===== config.mk =====
export PLATFORM = sky130hd
export DESIGN_NAME = fetdriver_deadtime_sequencer_flat
export DESIGN_NICKNAME = d
export VERILOG_FILES = /design/src/rtl/fetdriver_deadtime_sequencer_if.sv /design/src/rtl/fetdriver_deadtime_sequencer.sv /design/src/flat_wrapper.sv
export SDC_FILE = /design/constraint.sdc
export NUM_CORES = 1
export LEC_CHECK = 0
export ABC_AREA = 1
export CAP_MARGIN = 10
export CORE_MARGIN = 2
export CORE_UTILIZATION = 37
export CTS_BUF_LIST = sky130_fd_sc_hd__clkbuf_8
export DETAILED_ROUTE_END_ITERATION = 10
export GPL_ROUTABILITY_DRIVEN = 1
export PLACE_DENSITY = 0.6
export SYNTH_ARGS = -nofsm -noshare
export SYNTH_HDL_FRONTEND = slang
export SYNTH_SLANG_ARGS = --single-unit
export TNS_END_PERCENT = 1

===== constraint.sdc =====
create_clock -name CELCLK -period 1.75 [get_ports CELCLK]
set_input_delay 0.525 -clock CELCLK [delete_from_list [all_inputs] [get_ports CELCLK]]
set_output_delay 0.525 -clock CELCLK [all_outputs]
set_load 0.03 [all_outputs]

===== src/rtl/fetdriver_deadtime_sequencer_if.sv =====
// Control/status bundle between the PWM logic (master) and the half-bridge
// dead-time sequencer (slave).
interface fetdriver_deadtime_sequencer_if;
  logic       drv_en;
  logic       pwm;
  logic       fault;
  logic       fault_clr;
  logic       top_en_ls;
  logic       top_in;
  logic       bot_en_ls;
  logic       bot_in;
  logic       ready;
  logic       fault_latched;
  logic [2:0] state;

  modport master (
    output drv_en, pwm, fault, fault_clr,
    input  top_en_ls, top_in, bot_en_ls, bot_in, ready, fault_latched, state
  );

  modport slave (
    input  drv_en, pwm, fault, fault_clr,
    output top_en_ls, top_in, bot_en_ls, bot_in, ready, fault_latched, state
  );
endinterface


===== src/rtl/fetdriver_deadtime_sequencer.sv =====
// Enable/data sequencer for the top and bottom fetdriver logic shifters of one
// half-bridge leg: shifter warm-up, break-before-make dead time, latched fault.
// Optional build macro: FETSEQ_MINON_EN (hold each conduction state for at
// least MINON_CYC cycles before acting on a pwm change).
module fetdriver_deadtime_sequencer #(
  parameter int unsigned DT_CYC     = 4,
  parameter int unsigned WARMUP_CYC = 16,
  parameter int unsigned CNT_W      = 8,
  parameter int unsigned MINON_CYC  = 3
) (
  input logic                           CELCLK,
  input logic                           CELRST,
  fetdriver_deadtime_sequencer_if.slave bus
);

  typedef enum logic [2:0] {
    StOff    = 3'd0,
    StWarmup = 3'd1,
    StBotOn  = 3'd2,
    StDtTop  = 3'd3,
    StTopOn  = 3'd4,
    StDtBot  = 3'd5,
    StFault  = 3'd6
  } state_e;

`ifdef FETSEQ_MINON_EN
  localparam bit MinonEnable = 1'b1;
`else
  localparam bit MinonEnable = 1'b0;
`endif

  localparam logic [CNT_W-1:0] CntOne     = CNT_W'(1);
  localparam logic [CNT_W-1:0] WarmupLoad = CNT_W'(WARMUP_CYC - 1);
  localparam logic [CNT_W-1:0] DtLoad     = CNT_W'(DT_CYC - 1);
  // With the minimum-on feature off the conduction states load 0, so the
  // hold check below never delays a pwm change.
  localparam logic [CNT_W-1:0] HoldLoad   = MinonEnable ? CNT_W'(MINON_CYC - 1) : '0;

  state_e             state_q, state_d;
  logic [CNT_W-1:0]   cnt_q, cnt_d;
  logic               top_en_q, bot_en_q;
  logic               top_in_q, bot_in_q;
  logic               ready_q, fault_q;

  // Next state and counter: fault beats drv_en low, which beats sequencing.
  always_comb begin
    state_d = state_q;
    cnt_d   = cnt_q;
    if (state_q > StFault) begin
      // Unused encoding: recover through OFF.
      state_d = StOff;
      cnt_d   = '0;
    end else if (state_q == StFault) begin
      // Clear is honoured only once the fault source itself has gone away.
      if (bus.fault_clr && !bus.fault) begin
        state_d = StOff;
        cnt_d   = '0;
      end
    end else if (bus.fault) begin
      state_d = StFault;
      cnt_d   = '0;
    end else if (!bus.drv_en) begin
      state_d = StOff;
      cnt_d   = '0;
    end else begin
      unique case (state_q)
        StOff: begin
          state_d = StWarmup;
          cnt_d   = WarmupLoad;
        end
        StWarmup: begin
          // Bottom switch conducts first so the bootstrap cap gets charged.
          if (cnt_q == '0) begin
            state_d = StBotOn;
            cnt_d   = HoldLoad;
          end else begin
            cnt_d = cnt_q - CntOne;
          end
        end
        StBotOn: begin
          if (cnt_q != '0) begin
            cnt_d = cnt_q - CntOne;
          end else if (bus.pwm) begin
            state_d = StDtTop;
            cnt_d   = DtLoad;
          end
        end
        StDtTop: begin
          // Top never conducted, so an aborted request goes straight back.
          if (!bus.pwm) begin
            state_d = StBotOn;
            cnt_d   = HoldLoad;
          end else if (cnt_q == '0) begin
            state_d = StTopOn;
            cnt_d   = HoldLoad;
          end else begin
            cnt_d = cnt_q - CntOne;
          end
        end
        StTopOn: begin
          if (cnt_q != '0) begin
            cnt_d = cnt_q - CntOne;
          end else if (!bus.pwm) begin
            state_d = StDtBot;
            cnt_d   = DtLoad;
          end
        end
        StDtBot: begin
          if (bus.pwm) begin
            state_d = StTopOn;
            cnt_d   = HoldLoad;
          end else if (cnt_q == '0) begin
            state_d = StBotOn;
            cnt_d   = HoldLoad;
          end else begin
            cnt_d = cnt_q - CntOne;
          end
        end
        default: begin
          state_d = StOff;
          cnt_d   = '0;
        end
      endcase
    end
  end

  // State, counter and output registers; outputs decode the state being entered.
  always_ff @(posedge CELCLK or posedge CELRST) begin
    if (CELRST) begin
      state_q  <= StOff;
      cnt_q    <= '0;
      top_en_q <= 1'b0;
      bot_en_q <= 1'b0;
      top_in_q <= 1'b0;
      bot_in_q <= 1'b0;
      ready_q  <= 1'b0;
      fault_q  <= 1'b0;
    end else begin
      state_q  <= state_d;
      cnt_q    <= cnt_d;
      // Shifters stay enabled in FAULT so their outputs are driven low, not floated.
      top_en_q <= (state_d != StOff);
      bot_en_q <= (state_d != StOff);
      top_in_q <= (state_d == StTopOn);
      bot_in_q <= (state_d == StBotOn);
      ready_q  <= (state_d == StBotOn) || (state_d == StDtTop) ||
                  (state_d == StTopOn) || (state_d == StDtBot);
      fault_q  <= (state_d == StFault);
    end
  end

  assign bus.top_en_ls     = top_en_q;
  assign bus.bot_en_ls     = bot_en_q;
  assign bus.top_in        = top_in_q;
  assign bus.bot_in        = bot_in_q;
  assign bus.ready         = ready_q;
  assign bus.fault_latched = fault_q;
  assign bus.state         = state_q;

endmodule

===== src/flat_wrapper.sv =====
// flat-port wrapper written by rule: the top's interface ports become plain ports
module fetdriver_deadtime_sequencer_flat 
#(
  parameter int unsigned DT_CYC     = 4,
  parameter int unsigned WARMUP_CYC = 16,
  parameter int unsigned CNT_W      = 8,
  parameter int unsigned MINON_CYC  = 3
)
  (CELCLK, CELRST, bus_drv_en, bus_pwm, bus_fault, bus_fault_clr, bus_top_en_ls, bus_top_in, bus_bot_en_ls, bus_bot_in, bus_ready, bus_fault_latched, bus_state);
  fetdriver_deadtime_sequencer_if bus_i ();
  input logic CELCLK;
  input logic CELRST;
  input wire logic [$bits(bus_i.drv_en)-1:0] bus_drv_en;
  input wire logic [$bits(bus_i.pwm)-1:0] bus_pwm;
  input wire logic [$bits(bus_i.fault)-1:0] bus_fault;
  input wire logic [$bits(bus_i.fault_clr)-1:0] bus_fault_clr;
  output wire logic [$bits(bus_i.top_en_ls)-1:0] bus_top_en_ls;
  output wire logic [$bits(bus_i.top_in)-1:0] bus_top_in;
  output wire logic [$bits(bus_i.bot_en_ls)-1:0] bus_bot_en_ls;
  output wire logic [$bits(bus_i.bot_in)-1:0] bus_bot_in;
  output wire logic [$bits(bus_i.ready)-1:0] bus_ready;
  output wire logic [$bits(bus_i.fault_latched)-1:0] bus_fault_latched;
  output wire logic [$bits(bus_i.state)-1:0] bus_state;
  assign bus_i.drv_en = bus_drv_en;
  assign bus_i.pwm = bus_pwm;
  assign bus_i.fault = bus_fault;
  assign bus_i.fault_clr = bus_fault_clr;
  assign bus_top_en_ls = bus_i.top_en_ls;
  assign bus_top_in = bus_i.top_in;
  assign bus_bot_en_ls = bus_i.bot_en_ls;
  assign bus_bot_in = bus_i.bot_in;
  assign bus_ready = bus_i.ready;
  assign bus_fault_latched = bus_i.fault_latched;
  assign bus_state = bus_i.state;
  fetdriver_deadtime_sequencer #(.DT_CYC(DT_CYC), .WARMUP_CYC(WARMUP_CYC), .CNT_W(CNT_W), .MINON_CYC(MINON_CYC)) u_core (.CELCLK(CELCLK), .CELRST(CELRST), .bus(bus_i));
endmodule

==> results of run 1 <==
==> cells in the mapped netlist (3+ instances only) <==
| cell | number | area share (%) |
|---|---|---|
| a21oi_1 | 8 | 3.6 |
| dfrtp_1 | 16 | 36 |
| inv_1 | 26 | 8.9 |
| inv_2 | 3 | 1.0 |
| nand2_1 | 34 | 12 |
| nand2_2 | 3 | 1.7 |
| nand3_1 | 9 | 4.1 |
| nand4_1 | 4 | 2.3 |
| nor2_1 | 13 | 4.4 |
| o21ai_0 | 10 | 4.6 |
| o21ai_1 | 4 | 1.8 |
==> per-stage QoR <==
stage | hold WS, ns | util (%) | std cells | TNS [ns]
after floorplan | 0.4387 | - | 153 | 0
after global placement | 0.4743 | 49.21 | 210 | -1.917
after detailed placement | 0.4897 | 49.21 | 210 | -2.489
after CTS | 0.5054 | 50.79 | 214 | 0
after global routing | 0.5569 | 52.59 | 216 | -0.006785
final | 0.5039 | 52.59 | 216 | 0
==> cells by family after synthesis <==
| family | share of synthesized area (%) |
|---|---|
| adders and majority gates | 2.275 |
| xor gates and xnor gates | 2.390 |
| and+or+nand+nor | 34.93 |
| buffers and inverters | 11.15 |
| DFF | 36.40 |
| AOI/OAI and AO/OA | 12.86 |
==> worst min-delay path, delay by kind of cell, from the launching register on <==
family | cells | cell delay (ns)
simple gates | 1 | 0.05
compound gates | 1 | 0.07
flops | 1 | 0.34
==> report_power, final <==
part | leakage [nW] | switching [W] | internal (W) | total (W)
logic | 0.557 | 0.00115 | 0.000663 | 0.00181
registers | 0.206 | 0.0000778 | 0.000502 | 0.000580
clock network | 0.0288 | 0.000129 | 0.000200 | 0.000328
==> routing by layer <==
metal / GRT usage [%] / share of wire, %
met1: 21.78 / 44
met2: 31.62 / 51
met3: 4.396 / 3.9
met4: 2.990 / 0.98
met5: 0 / 0
==> placed cells by master (no fill, tap or decap), types with 4 or more instances in the layout <==
cell / count
a21oi_1: 7
buf_4: 15
clkbuf_8: 4
clkdlybuf4s50_1: 4
dfrtp_1: 16
dlygate4sd2_1: 9
inv_1: 25
inv_2: 4
nand2_1: 30
nand2_2: 7
nand3_1: 6
nand3_2: 5
nand4_1: 4
nor2_1: 12
o21ai_0: 9
o21ai_1: 5
==> worst max path at each step <==
stage / slack [ns] / to
final: 0.11 / u_core.bus.bot_in$_DFF_PP0_
after global placement: -0.21 / u_core.bus.top_en_ls$_DFF_PP0_
after floorplan: 0.18 / u_core.cnt_q[5]$_DFFE_PP0P_
after detailed placement: -0.24 / u_core.bus.top_en_ls$_DFF_PP0_
after CTS: 0.01 / u_core.bus.top_en_ls$_DFF_PP0_
after global routing: -0.007 / u_core.bus.top_en_ls$_DFF_PP0_
==> state kept, by name (all words and copies together), names as in the netlist <==
register                  cells
u_core.cnt_q                  8
u_core.bus.state              3
u_core.bus.bot_in             1
u_core.bus.fault_latched      1
u_core.bus.ready              1
u_core.bus.top_en_ls          1
u_core.bus.top_in             1
==> layout make-up <==
class                           count  area, sq um  share of cell area (%)
Multi-Input combinational cell    106        609.3                   41.66
Sequential cell                    16        400.4                   27.37
Timing Repair Buffer               29        244.0                   16.68
Inverter                           30        115.1                   7.870
Clock buffer                        4        55.05                   3.764
Tap cell                           31        38.79                   2.652
==> repair_timing <==
item | CTS | global route
buffers inserted | 0 | 2
setup endpoints to repair | 9 | 13
gates resized for setup | 9 | 13
pin swaps | 0 | 7
==> qor.yml, run 1 <==
status:
  status: "completed"
routing:
  firstDrtPassIters: 4
  via_per_inst: 4.917
  drc: 0
  wl_per_cell_microns: 11.85
  wl_microns: 2560
  detail-route-antenna-nets: 0
  drt_iter0_markers: 24
  vias: 1062
setup_path:
  cp_data_arrival_time_ns: 1.82
  rr_worst_depth: 10
  crit_top_cell: "nand2_1"
  timing.rr.start: "u_core.cnt_q[2]$_DFFE_PP0P_"
  cp_max_fo: 6
  crit_family: "simple AND/OR/NAND/NOR gates"
  endpoint_kind: "register"
  criticalPathCategory: "register to register"
  worst-path-stages: 10
  worstReg2RegEnd: "u_core.bus.bot_in$_DFF_PP0_"
  max_stage_delay_ns: 0.42
  worst_setup_path_start_kind: "register"
  critPathLaunch: "u_core.cnt_q[2]$_DFFE_PP0P_"
  crit_slowest_cell: "dfrtp_1"
  critPathRequiredTime_ns: 1.93
  path_buf_inv: 1
  r2r_setup_slack_ns: 0.11
  worstPathCellList: "nor2_2 > nand2_2 > nor2_4 > buf_4 > a21oi_1 > nand2_1 > nand2_1 > nand2_1 > nand3_2 > nor2_1"
place:
  port_buffers: 14
  placed_area_sq_um: 1369
  preCtsSetupSlack_ns: -0.2353
  gp_congestion: 0.8513
  dp_hpwl_microns: 2056
sta:
  skew_ns: 0.004649
  worst_pin_slew_ns: 0.3213
  final_max_slew_viol_count: 0
  fmax_mhz: 610.6
  setup_ws_ns: 0.1122
  fin_crit_sh_pct: 93.59
  setup_viol: 0
  relSlewSlack_pct: 78.50
  hold_violations: 0
  min_period_ns: 1.638
global_routing:
  grt.total_usage_pct: 17.71
  grt_overflow: 0
  antenna_found_initial: 0
  grt_pass1_vias: 1076
  grt_start_max_net_pins: 17
  grt_pass1_wl_microns: 4623
job:
  max_cap_violations: 0
clock_tree:
  cts-htree-levels: 1
  clockBufferDepth: 2
  root_buffer: "clkbuf_8"
  numClockSinks: 16
  cts_hold_buf: 0
  clk_pin_slew_worst_paths_ns: 0.06
  cts_tree: "done"
  cts_made_buffers: 3
  clk_latency_ns: 0.25
finish:
  synthToLayoutAreaGrowth_pct: 32.99
  final.fill_count: 261
  final_area_sq_um: 1463
  drive_gt1_share_pct: 25.41
  final_nets: 194
  antenna_cells: 0
synth:
  yosysUniqueCellTypes: 28
  synth_cells: 153
  ys_async_sr_fraction_pct: 100.0
  synth-edff-count: 0
  syn-mean-instance-area_sq_um: 7.188
  mappedNetlistNets: 161
  synth-seq-cells: 16
  synth_area_sq_um: 1100
  yosysSeqAreaShare_pct: 36.41
  yosysWarnings: 0
  ys.flop_type: "dfrtp_1"
power:
  leakagePower_nw: 0.7916
  power_w: 0.002723
  ir_drop_v: 0.001148
  power.density_nw_per_um2: 1861
floorplan:
  dieArea_sq_um: 3425
  start_util_pct: 39.54
  io_pins: 15
  rows: 19
  fp.dieW_microns: 58.52
  die_h_microns: 58.52
  core_area_sq_um: 2781
hold_path:
  min_to: "u_core.cnt_q[1]$_DFFE_PP0P_"
  holdPathStages: 2
  min-delay-start: "u_core.cnt_q[1]$_DFFE_PP0P_"
  hold_class: "register to register"
Power figures use the tool's default switching activity.
==> inputs of run 2 (changes only) <==
Settings changed: SKIP_LAST_GASP set to 1.
Clock period 1.75 ns to 2 ns, I/O delays scaled along.
==> run 2 against run 1 <==
Via count decreased by 1.3%; clock skew decreased by 0.0022 ns; count of clock-buffer cells in the layout unchanged; clock power decreased by 11%; hold slack improved by 0.020 ns; combinational power decreased by 17%; critical path type is now register to output pin; largest power group unchanged; highest routed layer unchanged.
==> qor.yml, run 2 (same netlist as run 1, synthesis figures left out) <==
clock_tree:
  numClockSinks: 16  # unchanged
  clockBufferDepth: 2  # unchanged
  clk_latency_ns: 0.25  # about the same
  cts_tree: "done"
  clk_pin_slew_worst_paths_ns: 0.07  # about the same
  cts_made_buffers: 3  # unchanged
  post-cts-setup-buffers: 0  # unchanged
  cts-htree-levels: 1  # unchanged
  cts_hold_buf: 0  # unchanged
  root_buffer: "clkbuf_8"
routing:
  drt_iter0_markers: 39  # +63%
  maxUsedRoutingLayer: "met4"
  wl_per_cell_microns: 12.11  # +2.2%
  wl_met1_microns: 1177  # +4.8%
  firstDrtPassIters: 4  # unchanged
  via_per_inst: 5.038  # +2.5%
  wl_microns: 2519  # -1.6%
  vias: 1048  # -1.3%
  wl_met3_microns: 87  # -13%
  drc: 0  # unchanged
  detail-route-antenna-nets: 0  # unchanged
  wl_met2_microns: 1218  # -7.1%
place:
  placed_area_sq_um: 1324  # -3.3%
  port_buffers: 14  # unchanged
  gp_congestion: 0.8824  # +3.7%
  preCtsSetupSlack_ns: -0.05253  # +0.1827 ns
  dp_hpwl_microns: 2001  # -2.7%
sta:
  rsz0062_at_grt: "false"
  fmax_mhz: 534.3
  relSlewSlack_pct: 79.11  # +0.61 points
  fin_crit_sh_pct: 93.58
  worst_hold_slack_ns: 0.5241  # +0.02024 ns
  hold_violations: 0  # unchanged
  setup_viol: 0  # unchanged
  setup_ws_ns: 0.1283  # +0.01607 ns
  skew_ns: 0.002418  # -0.002231 ns
  min_period_ns: 1.872
  final_max_slew_viol_count: 0  # unchanged
  worst_pin_slew_ns: 0.3124  # -0.008922 ns
floorplan:
  core_area_sq_um: 2781  # unchanged
  die_h_microns: 58.52  # unchanged
  rows: 19  # unchanged
  dieArea_sq_um: 3425  # unchanged
  start_util_pct: 39.54  # unchanged
  io_pins: 15  # unchanged
  fp.dieW_microns: 58.52  # unchanged
finish:
  largest_register: "u_core.cnt_q"
  final.fill_count: 278  # +6.5%
  synthToLayoutAreaGrowth_pct: 25.26
  drive_gt1_share_pct: 15.82  # -9.6 points
  final_common_cell: "nand2_1"
  antenna_cells: 0  # unchanged
  final_nets: 186  # -4.1%
  largest_register_ffs: 8  # unchanged
  final_cell_mix: "nand2_1 (34), inv_1 (26), dfrtp_1 (16)"
  final_area_sq_um: 1378  # -5.8%
setup_path:
  critPathRequiredTime_ns: 1.40  # -0.53 ns
  worst_setup_path_start_kind: "register"
  max_stage_delay_ns: 0.67  # +0.25 ns
  endpoint_kind: "output pin"
  crit_family: "buffers and inverters"
  worstPathCellList: "clkdlybuf4s50_1"
  cp_data_arrival_time_ns: 1.27  # -0.55 ns
  path_buf_inv: 1  # unchanged
  cp_max_fo: 2  # -4
  crit_slowest_cell: "clkdlybuf4s50_1"
  r2r_setup_slack_ns: 0.25  # +0.14 ns
  criticalPathCategory: "register to output pin"
power:
  power_w: 0.002308  # -15%
  ir_drop_v: 0.0009246  # -19%
  leakagePower_nw: 0.7302  # -7.8%
  power.density_nw_per_um2: 1676  # -10%
global_routing:
  grt_pass1_wl_microns: 4498  # -2.7%
  antenna_found_initial: 0  # unchanged
  grt_start_max_net_pins: 17  # unchanged
  grt_pass1_vias: 1059  # -1.6%
  grt_overflow: 0  # unchanged
  grt.total_usage_pct: 17.03  # -0.68 points
job:
  max_cap_violations: 0  # unchanged
hold_path:
  hold_class: "register to register"
status:
  status: "completed"
## run 2: cell types whose count changed in the layout (fill, tap and decap cells not counted), sizes merged
| cell | previous run | this run |
|---|---|---|
| clkdlybuf4s50 | 4 | 13 |
| dlymetal6s2s | 1 | 0 |
| buf | 15 | 7 |
| dlygate4sd2 | 9 | 1 |
## run 2: cell type report
cell class	instances	area, sq um	share of cell area [%]
multi-input cells	106	576.8	41.87
flip-flops and latches	16	400.4	29.06
repair buffers	21	191.4	13.90
inverters	30	115.1	8.356
clock buffers	4	55.05	3.996
well taps	31	38.79	2.816
## run 2: final timing paths
kind / start / endpoint / cells after the start
max: u_core.bus.top_en_ls$_DFF_PP0_ / bus_top_en_ls / 1
min: u_core.cnt_q[1]$_DFFE_PP0P_ / u_core.cnt_q[1]$_DFFE_PP0P_ / 2
max reg2reg: u_core.cnt_q[0]$_DFFE_PP0P_ / u_core.bus.top_en_ls$_DFF_PP0_ / 9
min reg2reg: u_core.cnt_q[1]$_DFFE_PP0P_ / u_core.cnt_q[1]$_DFFE_PP0P_ / 2
max in group asynchronous: CELRST / u_core.cnt_q[6]$_DFFE_PP0P_ / 3
min in group asynchronous: CELRST / u_core.bus.state[0]$_DFF_PP0_ / 3
## run 2: timing repair
action | CTS | global route
endpoints found under the setup margin | 1 | 0
resized for setup | 1 | 0
endpoints found under the hold margin | 0 | 0
## run 2: per-stage QoR
stage                     util, %  setup TNS [ns]  std cells
after floorplan                 -               0        153
after global placement      47.59        -0.02451        204
after detailed placement    47.59         -0.1119        204
after CTS                   49.53               0        208
after global routing        49.53               0        208
final                       49.53               0        208
## run 2: metal layers
layer,track usage (%),vias to the layer above
li1,-,533
met1,22.11,487
met2,27.93,24
met3,3.077,4
met4,6.977,0
met5,0,-
## run 2: where the power goes
part           switching, W  total [W]  internal (W)
Combinational      0.000972    0.00150      0.000531
Sequential        0.0000745   0.000514      0.000440
Clock              0.000116   0.000291      0.000175
Total               0.00116    0.00231       0.00115
